--- config.mk ---
export PLATFORM = sky130hd
export DESIGN_NAME = obstacle_scheduler_flat
export DESIGN_NICKNAME = d
export VERILOG_FILES = /design/src/rtl/obstacle_scheduler_if.sv /design/src/rtl/obstacle_scheduler.sv /design/src/flat_wrapper.sv
export SDC_FILE = /design/constraint.sdc
export NUM_CORES = 1
export LEC_CHECK = 0
export CAP_MARGIN = 15
export CORE_UTILIZATION = 36
export CTS_BUF_LIST = sky130_fd_sc_hd__clkbuf_4 sky130_fd_sc_hd__clkbuf_8
export DETAILED_ROUTE_END_ITERATION = 12
export REMOVE_ABC_BUFFERS = 1
export SYNTH_ARGS = -nofsm -noshare
export SYNTH_HDL_FRONTEND = slang
export SYNTH_SLANG_ARGS = --single-unit
--- constraint.sdc ---
create_clock -name i_clk -period 9.1 [get_ports i_clk]
set_input_delay 0.91 -clock i_clk [delete_from_list [all_inputs] [get_ports i_clk]]
set_output_delay 0.91 -clock i_clk [all_outputs]
set_load 0.03 [all_outputs]
--- src/rtl/obstacle_scheduler_if.sv ---
// Signal bundle between the game-state logic, the obstacle scheduler and the
// per-lane obstacle renderers.
interface obstacle_scheduler_if;
  logic        i_v_sync;
  logic        i_is_finished;
  logic        i_is_dead;
  logic [2:0]  i_crushed;
  logic [2:0]  o_active;
  logic [15:0] o_depth_l;
  logic [15:0] o_depth_c;
  logic [15:0] o_depth_r;
  logic [2:0]  o_spawn;
  logic        o_frame_tick;
  logic [15:0] o_passed_count;
  logic [15:0] o_crushed_count;

  modport master (
    output i_v_sync, i_is_finished, i_is_dead, i_crushed,
    input  o_active, o_depth_l, o_depth_c, o_depth_r, o_spawn, o_frame_tick,
           o_passed_count, o_crushed_count
  );

  modport slave (
    input  i_v_sync, i_is_finished, i_is_dead, i_crushed,
    output o_active, o_depth_l, o_depth_c, o_depth_r, o_spawn, o_frame_tick,
           o_passed_count, o_crushed_count
  );
endinterface

--- src/rtl/obstacle_scheduler.sv ---
// Frame-synchronous launcher/advancer for the three obstacle lanes: picks spawn
// lanes from an LFSR, steps depths once per frame and tallies passes/crushes.
module obstacle_scheduler #(
  parameter int unsigned DEPTH_END  = 592,
  parameter int unsigned SPAWN_GAP  = 120,
  parameter int unsigned MIN_GAP    = 40,
  parameter int unsigned MAX_ACTIVE = 2,
  parameter logic [15:0] LFSR_SEED  = 16'hACE1
) (
  input logic                 i_clk,
  input logic                 i_rst_n,
  obstacle_scheduler_if.slave bus
);

  localparam int unsigned      NUM_LANES = 3;
  localparam int unsigned      CNT_W     = 16;
  localparam logic [CNT_W-1:0] CNT_MAX   = '1;
  localparam logic [15:0]      LFSR_TAPS = 16'hB400;
  localparam logic [15:0]      LFSR_INIT = (LFSR_SEED == 16'h0000) ? 16'h0001 : LFSR_SEED;

  typedef enum logic {IDLE, RUN} lane_state_e;

  logic [1:0]           rst_pipe;
  logic                 rst_n;
  logic [2:0]           vs_q;
  logic                 tick_q;
  lane_state_e          state_q [NUM_LANES];
  lane_state_e          state_d [NUM_LANES];
  logic [CNT_W-1:0]     depth_q [NUM_LANES];
  logic [CNT_W-1:0]     depth_d [NUM_LANES];
  logic [CNT_W-1:0]     gap_q, gap_d;
  logic [15:0]          lfsr_q, lfsr_d;
  logic [CNT_W-1:0]     passed_q, passed_d;
  logic [CNT_W-1:0]     crushed_q, crushed_d;
  logic [NUM_LANES-1:0] spawn_q, spawn_d;
  logic [NUM_LANES-1:0] grant;
  logic [1:0]           live_cnt;
  logic [1:0]           cand;
  logic [1:0]           lane_idx;
  logic                 picked;
  logic                 eligible;

  // Reset asserts asynchronously, releases on a clock edge
  always_ff @(posedge i_clk or negedge i_rst_n) begin
    if (!i_rst_n) rst_pipe <= 2'b00;
    else          rst_pipe <= {rst_pipe[0], 1'b1};
  end
  assign rst_n = rst_pipe[1];

  always_comb begin
    state_d   = state_q;
    depth_d   = depth_q;
    gap_d     = gap_q;
    lfsr_d    = lfsr_q;
    passed_d  = passed_q;
    crushed_d = crushed_q;
    spawn_d   = '0;
    grant     = '0;
    live_cnt  = '0;
    picked    = 1'b0;
    lane_idx  = '0;

    for (int unsigned i = 0; i < NUM_LANES; i++) begin
      if (state_q[i] == RUN) live_cnt = live_cnt + 2'd1;
    end

    // Candidate lane 3 folds onto centre; busy candidates rotate L->C->R->L
    cand = (lfsr_q[1:0] == 2'd3) ? 2'd1 : lfsr_q[1:0];
    for (int unsigned k = 0; k < NUM_LANES; k++) begin
      lane_idx = 2'((32'(cand) + k) % NUM_LANES);
      if (!picked && state_q[lane_idx] == IDLE) begin
        grant[lane_idx] = 1'b1;
        picked          = 1'b1;
      end
    end

    eligible = (gap_q >= CNT_W'(MIN_GAP)) &&
               ((gap_q >= CNT_W'(SPAWN_GAP)) || (lfsr_q[7:4] == 4'd0)) &&
               (32'(live_cnt) < MAX_ACTIVE) && picked;

    if (tick_q && !(bus.i_is_finished || bus.i_is_dead)) begin
      for (int unsigned i = 0; i < NUM_LANES; i++) begin
        if (state_q[i] == RUN) begin
          if (bus.i_crushed[i]) begin
            state_d[i] = IDLE;
            depth_d[i] = '0;
            if (crushed_d != CNT_MAX) crushed_d = crushed_d + CNT_W'(1);
          end else if (depth_q[i] == CNT_W'(DEPTH_END)) begin
            state_d[i] = IDLE;
            depth_d[i] = '0;
            if (passed_d != CNT_MAX) passed_d = passed_d + CNT_W'(1);
          end else begin
            depth_d[i] = depth_q[i] + CNT_W'(1);
          end
        end else if (eligible && grant[i]) begin
          state_d[i] = RUN;
          depth_d[i] = '0;
          spawn_d[i] = 1'b1;
        end
      end
      if (eligible)              gap_d = '0;
      else if (gap_q != CNT_MAX) gap_d = gap_q + CNT_W'(1);
      lfsr_d = {1'b0, lfsr_q[15:1]} ^ (lfsr_q[0] ? LFSR_TAPS : 16'h0000);
    end
  end

  always_ff @(posedge i_clk or negedge rst_n) begin
    if (!rst_n) begin
      vs_q      <= '0;
      tick_q    <= 1'b0;
      gap_q     <= '0;
      lfsr_q    <= LFSR_INIT;
      passed_q  <= '0;
      crushed_q <= '0;
      spawn_q   <= '0;
      for (int unsigned i = 0; i < NUM_LANES; i++) begin
        state_q[i] <= IDLE;
        depth_q[i] <= '0;
      end
    end else begin
      vs_q      <= {vs_q[1:0], bus.i_v_sync};
      tick_q    <= vs_q[1] & ~vs_q[2];
      gap_q     <= gap_d;
      lfsr_q    <= lfsr_d;
      passed_q  <= passed_d;
      crushed_q <= crushed_d;
      spawn_q   <= spawn_d;
      state_q   <= state_d;
      depth_q   <= depth_d;
    end
  end

  assign bus.o_active[0]     = (state_q[0] == RUN);
  assign bus.o_active[1]     = (state_q[1] == RUN);
  assign bus.o_active[2]     = (state_q[2] == RUN);
  assign bus.o_depth_l       = depth_q[0];
  assign bus.o_depth_c       = depth_q[1];
  assign bus.o_depth_r       = depth_q[2];
  assign bus.o_spawn         = spawn_q;
  assign bus.o_frame_tick    = tick_q;
  assign bus.o_passed_count  = passed_q;
  assign bus.o_crushed_count = crushed_q;

endmodule

--- src/flat_wrapper.sv ---
// flat-port wrapper written by rule: the top's interface ports become plain ports
module obstacle_scheduler_flat 
#(
  parameter int unsigned DEPTH_END  = 592,
  parameter int unsigned SPAWN_GAP  = 120,
  parameter int unsigned MIN_GAP    = 40,
  parameter int unsigned MAX_ACTIVE = 2,
  parameter logic [15:0] LFSR_SEED  = 16'hACE1
)
  (i_clk, i_rst_n, bus_i_v_sync, bus_i_is_finished, bus_i_is_dead, bus_i_crushed, bus_o_active, bus_o_depth_l, bus_o_depth_c, bus_o_depth_r, bus_o_spawn, bus_o_frame_tick, bus_o_passed_count, bus_o_crushed_count);
  obstacle_scheduler_if bus_i ();
  input logic i_clk;
  input logic i_rst_n;
  input wire logic [$bits(bus_i.i_v_sync)-1:0] bus_i_v_sync;
  input wire logic [$bits(bus_i.i_is_finished)-1:0] bus_i_is_finished;
  input wire logic [$bits(bus_i.i_is_dead)-1:0] bus_i_is_dead;
  input wire logic [$bits(bus_i.i_crushed)-1:0] bus_i_crushed;
  output wire logic [$bits(bus_i.o_active)-1:0] bus_o_active;
  output wire logic [$bits(bus_i.o_depth_l)-1:0] bus_o_depth_l;
  output wire logic [$bits(bus_i.o_depth_c)-1:0] bus_o_depth_c;
  output wire logic [$bits(bus_i.o_depth_r)-1:0] bus_o_depth_r;
  output wire logic [$bits(bus_i.o_spawn)-1:0] bus_o_spawn;
  output wire logic [$bits(bus_i.o_frame_tick)-1:0] bus_o_frame_tick;
  output wire logic [$bits(bus_i.o_passed_count)-1:0] bus_o_passed_count;
  output wire logic [$bits(bus_i.o_crushed_count)-1:0] bus_o_crushed_count;
  assign bus_i.i_v_sync = bus_i_v_sync;
  assign bus_i.i_is_finished = bus_i_is_finished;
  assign bus_i.i_is_dead = bus_i_is_dead;
  assign bus_i.i_crushed = bus_i_crushed;
  assign bus_o_active = bus_i.o_active;
  assign bus_o_depth_l = bus_i.o_depth_l;
  assign bus_o_depth_c = bus_i.o_depth_c;
  assign bus_o_depth_r = bus_i.o_depth_r;
  assign bus_o_spawn = bus_i.o_spawn;
  assign bus_o_frame_tick = bus_i.o_frame_tick;
  assign bus_o_passed_count = bus_i.o_passed_count;
  assign bus_o_crushed_count = bus_i.o_crushed_count;
  obstacle_scheduler #(.DEPTH_END(DEPTH_END), .SPAWN_GAP(SPAWN_GAP), .MIN_GAP(MIN_GAP), .MAX_ACTIVE(MAX_ACTIVE), .LFSR_SEED(LFSR_SEED)) u_core (.i_clk(i_clk), .i_rst_n(i_rst_n), .bus(bus_i));
endmodule
# [Yosys cells after proc, flatten, opt, wreduce, memory -nomap -nowiden]
# Index checks and enable logic that the tools add are counted.
[word_totals] mem_bits_rw=0 romBits=0 n_memories=0 output_inout_bits=87 regBits=124 word_cells=170 in_bits=8 latchBits=0
[op_classes] bitwise=10 n_mux=81 multipliers=0 order_cmp=12 addsub=14 n_reduce_logical=25 shifts=0 div=3 n_eq_ne=11
[op_table] operator="16-bit 2-to-1 mux" count=40
[op_table] operator="16-bit by 1-bit adder with 16-bit output, second input constant" count=10
[op_table] operator="16-bit != test, second input constant" count=7
[op_table] operator="32-bit by 2-bit modulo with 32-bit output, second input constant" count=2
[op_table] operator="16-bit by 10-bit == test with 1-bit output, second input constant" count=3
[op_table] operator="2-bit by 2-bit modulo with 32-bit output, second input constant" count=1
[op_table] operator="1-bit 2-to-1 mux" count=28
[op_table] operator="16-bit by 6-bit greater-or-equal comparator with 1-bit output, second input constant" count=1
[op_table] operator="16-bit by 7-bit greater-or-equal comparator with 1-bit output, second input constant" count=1
[op_table] operator="15-bit by 16-bit bitwise XOR with 16-bit output" count=1
[op_table] operator="1-bit logical AND" count=12
[op_table] operator="3-bit 2-to-1 mux" count=4
[op_table] operator="3-bit greater-or-equal comparator, second input constant" count=3
[op_table] operator="2-bit by 3-bit less-than comparator with 1-bit output, second input constant" count=3
[op_table] operator="2-bit inverter with 3-bit output" count=3
[op_table] operator="2-bit AND reduction" count=4
[op_table] operator="2-bit nonzero test" count=4
[op_table] operator="1-bit binary-select mux with 2-bit select" count=3
[op_table] operator="1-bit demux with 2-bit select" count=3
[op_table] operator="2-bit by 1-bit greater-or-equal comparator with 1-bit output, second input constant" count=3
[op_table] operator="2-bit 2-to-1 mux" count=3
[op_table] operator="3-bit OR" count=2
[op_table] operator="2-bit by 1-bit adder with 2-bit output, second input constant" count=2
[op_table] operator="4-bit zero test" count=1
[op_table] operator="other kinds (8)" count=12

# [Longest topological paths before layout]
[depth] ltp_word=19 depth_mapped=21 mapped_depth_nobuf=19

# [Worst setup path before layout]
# Ideal clock, no wire load.
[synth_path] path_kind="register to register" start="register u_core.passed_q[0], in the netlist u_core.bus.o_passed_count[0]" end="register u_core.passed_q[11], in the netlist u_core.bus.o_passed_count[11]" synth_period_minus_slack_ns=5.062 path_stages_with_launch=20 setup_ns=0.082 t_arrival_ns=4.980 t_required_ns=9.018 setup_slack_ns=4.038 path_buffers=2 path_cell_list="dfrtp_1 -> ha_1 -> nand4_1 -> nor4_2 -> or4_4 -> buf_2 -> xnor2_1 -> ha_1 -> clkbuf_1 -> o211ai_2 -> a21o_1 -> nor3_2 -> a21oi_1 -> mux2_2 -> ha_1 -> o2111a_1 -> nand2_1 -> nor3_2 -> or4_1 -> a31oi_1"
[synth_between] elab_chain_cells=17 word_cells_on_any_way=20 cone_classes="add/sub (3); eq/ne (3); mux (14)"
[synth_lines] item="start, declared" line_no="obstacle_scheduler.sv:33" text="logic [CNT_W-1:0] passed_q, passed_d;"
[synth_lines] item="start signal, assigned" line_no="obstacle_scheduler.sv:125" text="passed_q <= passed_d;"
[synth_lines] item="16-bit by 1-bit adder with 16-bit output or 16-bit != test (tied branches)" line_no="obstacle_scheduler.sv:91" text="if (passed_d != CNT_MAX) passed_d = passed_d + CNT_W'(1);"
[synth_lines] item="16-bit 2-to-1 mux" line_no="obstacle_scheduler.sv:91"
[synth_lines] item="16-bit 2-to-1 mux" line_no="obstacle_scheduler.sv:88" text="end else if (depth_q[i] == CNT_W'(DEPTH_END)) begin"
[synth_lines] item="16-bit 2-to-1 mux" line_no="obstacle_scheduler.sv:84" text="if (bus.i_crushed[i]) begin"
[synth_lines] item="16-bit 2-to-1 mux *" line_no="obstacle_scheduler.sv:83" text="if (state_q[i] == RUN) begin"
[synth_lines] item="16-bit 2-to-1 mux *" line_no="obstacle_scheduler.sv:81" text="if (tick_q && !(bus.i_is_finished || bus.i_is_dead)) begin"
[synth_lines] item="16-bit by 1-bit adder with 16-bit output or 16-bit != test (tied branches)" line_no="obstacle_scheduler.sv:91"
[synth_lines] item="16-bit 2-to-1 mux" line_no="obstacle_scheduler.sv:91"
[synth_lines] item="16-bit 2-to-1 mux" line_no="obstacle_scheduler.sv:88"
[synth_lines] item="16-bit 2-to-1 mux" line_no="obstacle_scheduler.sv:84"
[synth_lines] item="16-bit 2-to-1 mux *" line_no="obstacle_scheduler.sv:83"
[synth_lines] item="16-bit 2-to-1 mux *" line_no="obstacle_scheduler.sv:81"
[synth_lines] item="16-bit by 1-bit adder with 16-bit output or 16-bit != test (tied branches)" line_no="obstacle_scheduler.sv:91"
[synth_lines] item="16-bit 2-to-1 mux" line_no="obstacle_scheduler.sv:91"
[synth_lines] item="16-bit 2-to-1 mux" line_no="obstacle_scheduler.sv:88"
[synth_lines] item="16-bit 2-to-1 mux" line_no="obstacle_scheduler.sv:84"
[synth_lines] item="16-bit 2-to-1 mux *" line_no="obstacle_scheduler.sv:83"
# Mark *: on every way between the ends. The rest lies on a longest branch, timed or not. The select of a mux whose other input is x is not followed.
# A chain may end at the register's enable or synchronous reset.

# [Worst setup path after layout]
# Same ends and word-level chain as after synthesis.

==> impl_metrics.tcl <==
set metrics [dict create \
    status "finished clean" \
    clock_latency_ns 0.45 \
    drt_iter0_drc 760 \
    crit_start "u_core.bus.o_passed_count[0]" \
    yosysTopAreaCell "dfrtp_1" \
    fillCellCount 2630 \
    synth_area_leaders "dfrtp_1 (30%), nand2_1 (6.6%), nor2_1 (4.9%), xor2_1 (4.3%), xnor2_1 (3.7%)" \
    setup-violations-final 0 \
    synthArstFlopShare 1.00 \
    nNetsFinal 1284 \
    grt_overflow 0 \
    initial_core_util 0.367 \
    yosysWarnings 0 \
    wl_um 27000 \
    end_kind "flip-flop" \
    cp-endpoint "u_core.bus.o_passed_count[11]" \
    die_w_um 165 \
    power_leakage_nw 4.20 \
    track_usage 0.204 \
    rsz0062_at_grt "no" \
    cts_root_buf "clkbuf_8" \
    critPathLaunchType "flip-flop" \
    yosysMostFrequentCell "nand2_1" \
    ys.flop_type "dfrtp_1" \
    die_y_um 165 \
    h-tree-depth 4 \
    drv_cap 0 \
    grt_util_met2 0.308 \
    hold_buffers 0 \
    syn_avg_cell_area_um2 8.01 \
    final.min_clock_period_ns 6.13 \
    vias_per_cell 5.70 \
    critPathArrivalTime_ns 6.50 \
    synthDistinctLibCells 101 \
    io_pins 95 \
    antenna_found_initial 0 \
    synth_top_area_frac 0.303 \
    grt_pass1_vias 8528 \
    worst_pin_slew_ns 0.945 \
    ant_nets 0 \
    placedCellCount 1578 \
    numCtsBuffers 17 \
    r2r_cells 17 \
    detailedRoute.firstPassIterationCount 5 \
    synth_edf_count 0 \
    use_met1 0.288 \
    grtUsageMet3 0.0404 \
    area_delta_synth_final_pct 16.8 \
    drive_gt1_frac 0.0894 \
    grt_max_degree 74 \
    period_share 0.674 \
    tns_ns 0 \
    gp_congestion 0.940 \
    clock.fmax_mhz 163 \
    path_class "reg2reg" \
    hp-class "reg2reg" \
    num_antenna_cells 0 \
    dpl_cell_area_mm2 0.0108 \
    synth_common_cells "nand2_1 (168), nor2_1 (125), dfrtp_1 (116), nand3_1 (67), o21ai_0 (66)" \
    synthCells 1195 \
    cts.sinks 124 \
    port_buffers 94 \
    cp.required_ns 9.47 \
    path_max_fanout 18 \
    cts_resized 0 \
    route.detailed.drc 0 \
    finalNonFillerCells 1610 \
    cts_tree "done" \
    path_clk_slew_ns 0.09 \
    power_density_mw_per_mm2 121 \
    final_util 0.429 \
    regToRegSetupSlack_ns 2.97 \
    coreArea_mm2 0.0261 \
    relSlewSlack 0.366 \
    finalPower_w 0.00136 \
    clockBufferDepth 2 \
    synthesis.area_mm2 0.00957 \
    r2r_start "u_core.bus.o_passed_count[0]" \
    busiest_layer "met2" \
    final_cell_area_mm2 0.0112 \
    ys_seq_area_frac 0.325 \
    dpl.hpwl_um 19800 \
    grt_pass1_wl_um 44200 \
    reg2reg_to "u_core.bus.o_passed_count[11]" \
    slew_violations 0 \
    post_cts_buffers 0 \
    yosys_register_bits 124 \
    vias 9184 \
    die_area_mm2 0.0272 \
    clock_skew_ns 0.0164 \
    wire_per_inst_um 16.8 \
    hold_viol 0 \
    irDropWorstVdd_uv 79.5 \
    fp-row-count 59 \
]
[metrics by stage]
stage | hold slack (ns) | setup slack, ns
6_report | 0.359 | 2.97
5_1_grt | 0.374 | 2.38
3_5_place_dp | 0.341 | 2.96
2_1_floorplan | 0.331 | 3.94
3_3_place_gp | 0.335 | 3.18
4_1_cts | 0.361 | 3.05
[cell families (layout without fill, tap and decap cells)]
logic type / Yosys count / count (layout) / synth area share
other: 1 / 1 / 0.000392
flip-flops: 124 / 124 / 0.325
AO/OA/AOI/OAI: 247 / 247 / 0.169
adder cells (fa/ha/maj): 14 / 14 / 0.0183
multiplexers: 22 / 22 / 0.0248
buffers and inverters: 74 / 154 / 0.0326
XOR/XNOR: 88 / 88 / 0.0813
AND/OR/NAND/NOR: 625 / 625 / 0.348
[final cells by class]
cell class	instances	area (µm²)	area share
Sequential cell	124	3120	0.279
Timing Repair Buffer	101	993	0.0889
Multi-Input combinational cell	997	6150	0.550
Clock inverter	15	189	0.0169
Tap cell	335	419	0.0375
Clock buffer	17	234	0.0209
Inverter	21	78.8	0.00705
[where the power goes]
group	internal (W)	switching, W	total (W)	leakage, nW
Sequential	0.000571	0.0000502	0.000621	1.65
Clock	0.000276	0.000252	0.000528	0.213
Combinational	0.0000843	0.000122	0.000206	2.34
[worst max-delay path, cell delays in order (launching register included)]
cell	delay, ns
dfrtp_1	0.69
ha_1	0.53
nand4_1	0.41
nor4_2	0.44
or4_4	0.33
xnor2_1	0.21
ha_1	0.38
o211ai_2	0.24
a21o_1	0.23
nor3_2	0.32
a21oi_1	0.28
mux2_2	0.31
ha_1	0.19
o2111a_1	0.36
nand2_1	0.19
nor3_2	0.55
o31ai_1	0.18
a31oi_1	0.17
[sequential cells by signal (all words and copies together), names as in the netlist]
signal,cells
u_core.lfsr_q,16
u_core.bus.o_crushed_count,16
u_core.bus.o_depth_c,16
u_core.bus.o_frame_tick,1
u_core.gap_q,16
u_core.bus.o_depth_l,16
u_core.bus.o_spawn,3
u_core.bus.o_active,3
u_core.rst_pipe,2
u_core.bus.o_passed_count,16
u_core.vs_q,3
u_core.bus.o_depth_r,16
[cell usage in the layout, fill, tap and decap left out, drive strengths merged, types with 7 or more instances in the layout]
cell type and n:
a211oi 7, a21oi 49, a31oi 17, and2 18
and3 30, and4 12, buf 7, clkbuf 17
clkdlybuf4s50 94, clkinv 7, dfrtp 116, dfstp 8
ha 14, inv 25, mux2 14, mux2i 8
nand2 169, nand2b 16, nand3 69, nand4 44
nor2 126, nor3 44, nor4 23, nor4b 11
o211ai 11, o21ai 86, o31ai 9, or2 12
or3 21, xnor2 41, xor2 47
[worst min path at each step]
| stage | start | endpoint | slack, ns | cells past startpoint |
|---|---|---|---|---|
| 6_report | u_core.rst_pipe[0] | u_core.rst_pipe[1] | 0.36 | 0 |
| 2_1_floorplan | u_core.rst_pipe[0] | u_core.rst_pipe[1] | 0.33 | 0 |
| 3_3_place_gp | u_core.vs_q[0] | u_core.vs_q[1] | 0.33 | 0 |
| 5_1_grt | u_core.rst_pipe[0] | u_core.rst_pipe[1] | 0.37 | 0 |
| 4_1_cts | u_core.rst_pipe[0] | u_core.rst_pipe[1] | 0.36 | 0 |
| 3_5_place_dp | u_core.rst_pipe[0] | u_core.rst_pipe[1] | 0.34 | 0 |
[routing by layer]
layer	wire, µm	vias to the layer above
li1	-	4497
met1	13100	4378
met2	12000	269
met3	1500	40
met4	451	0
met5	0	-
Power figures use the tool's default switching activity.
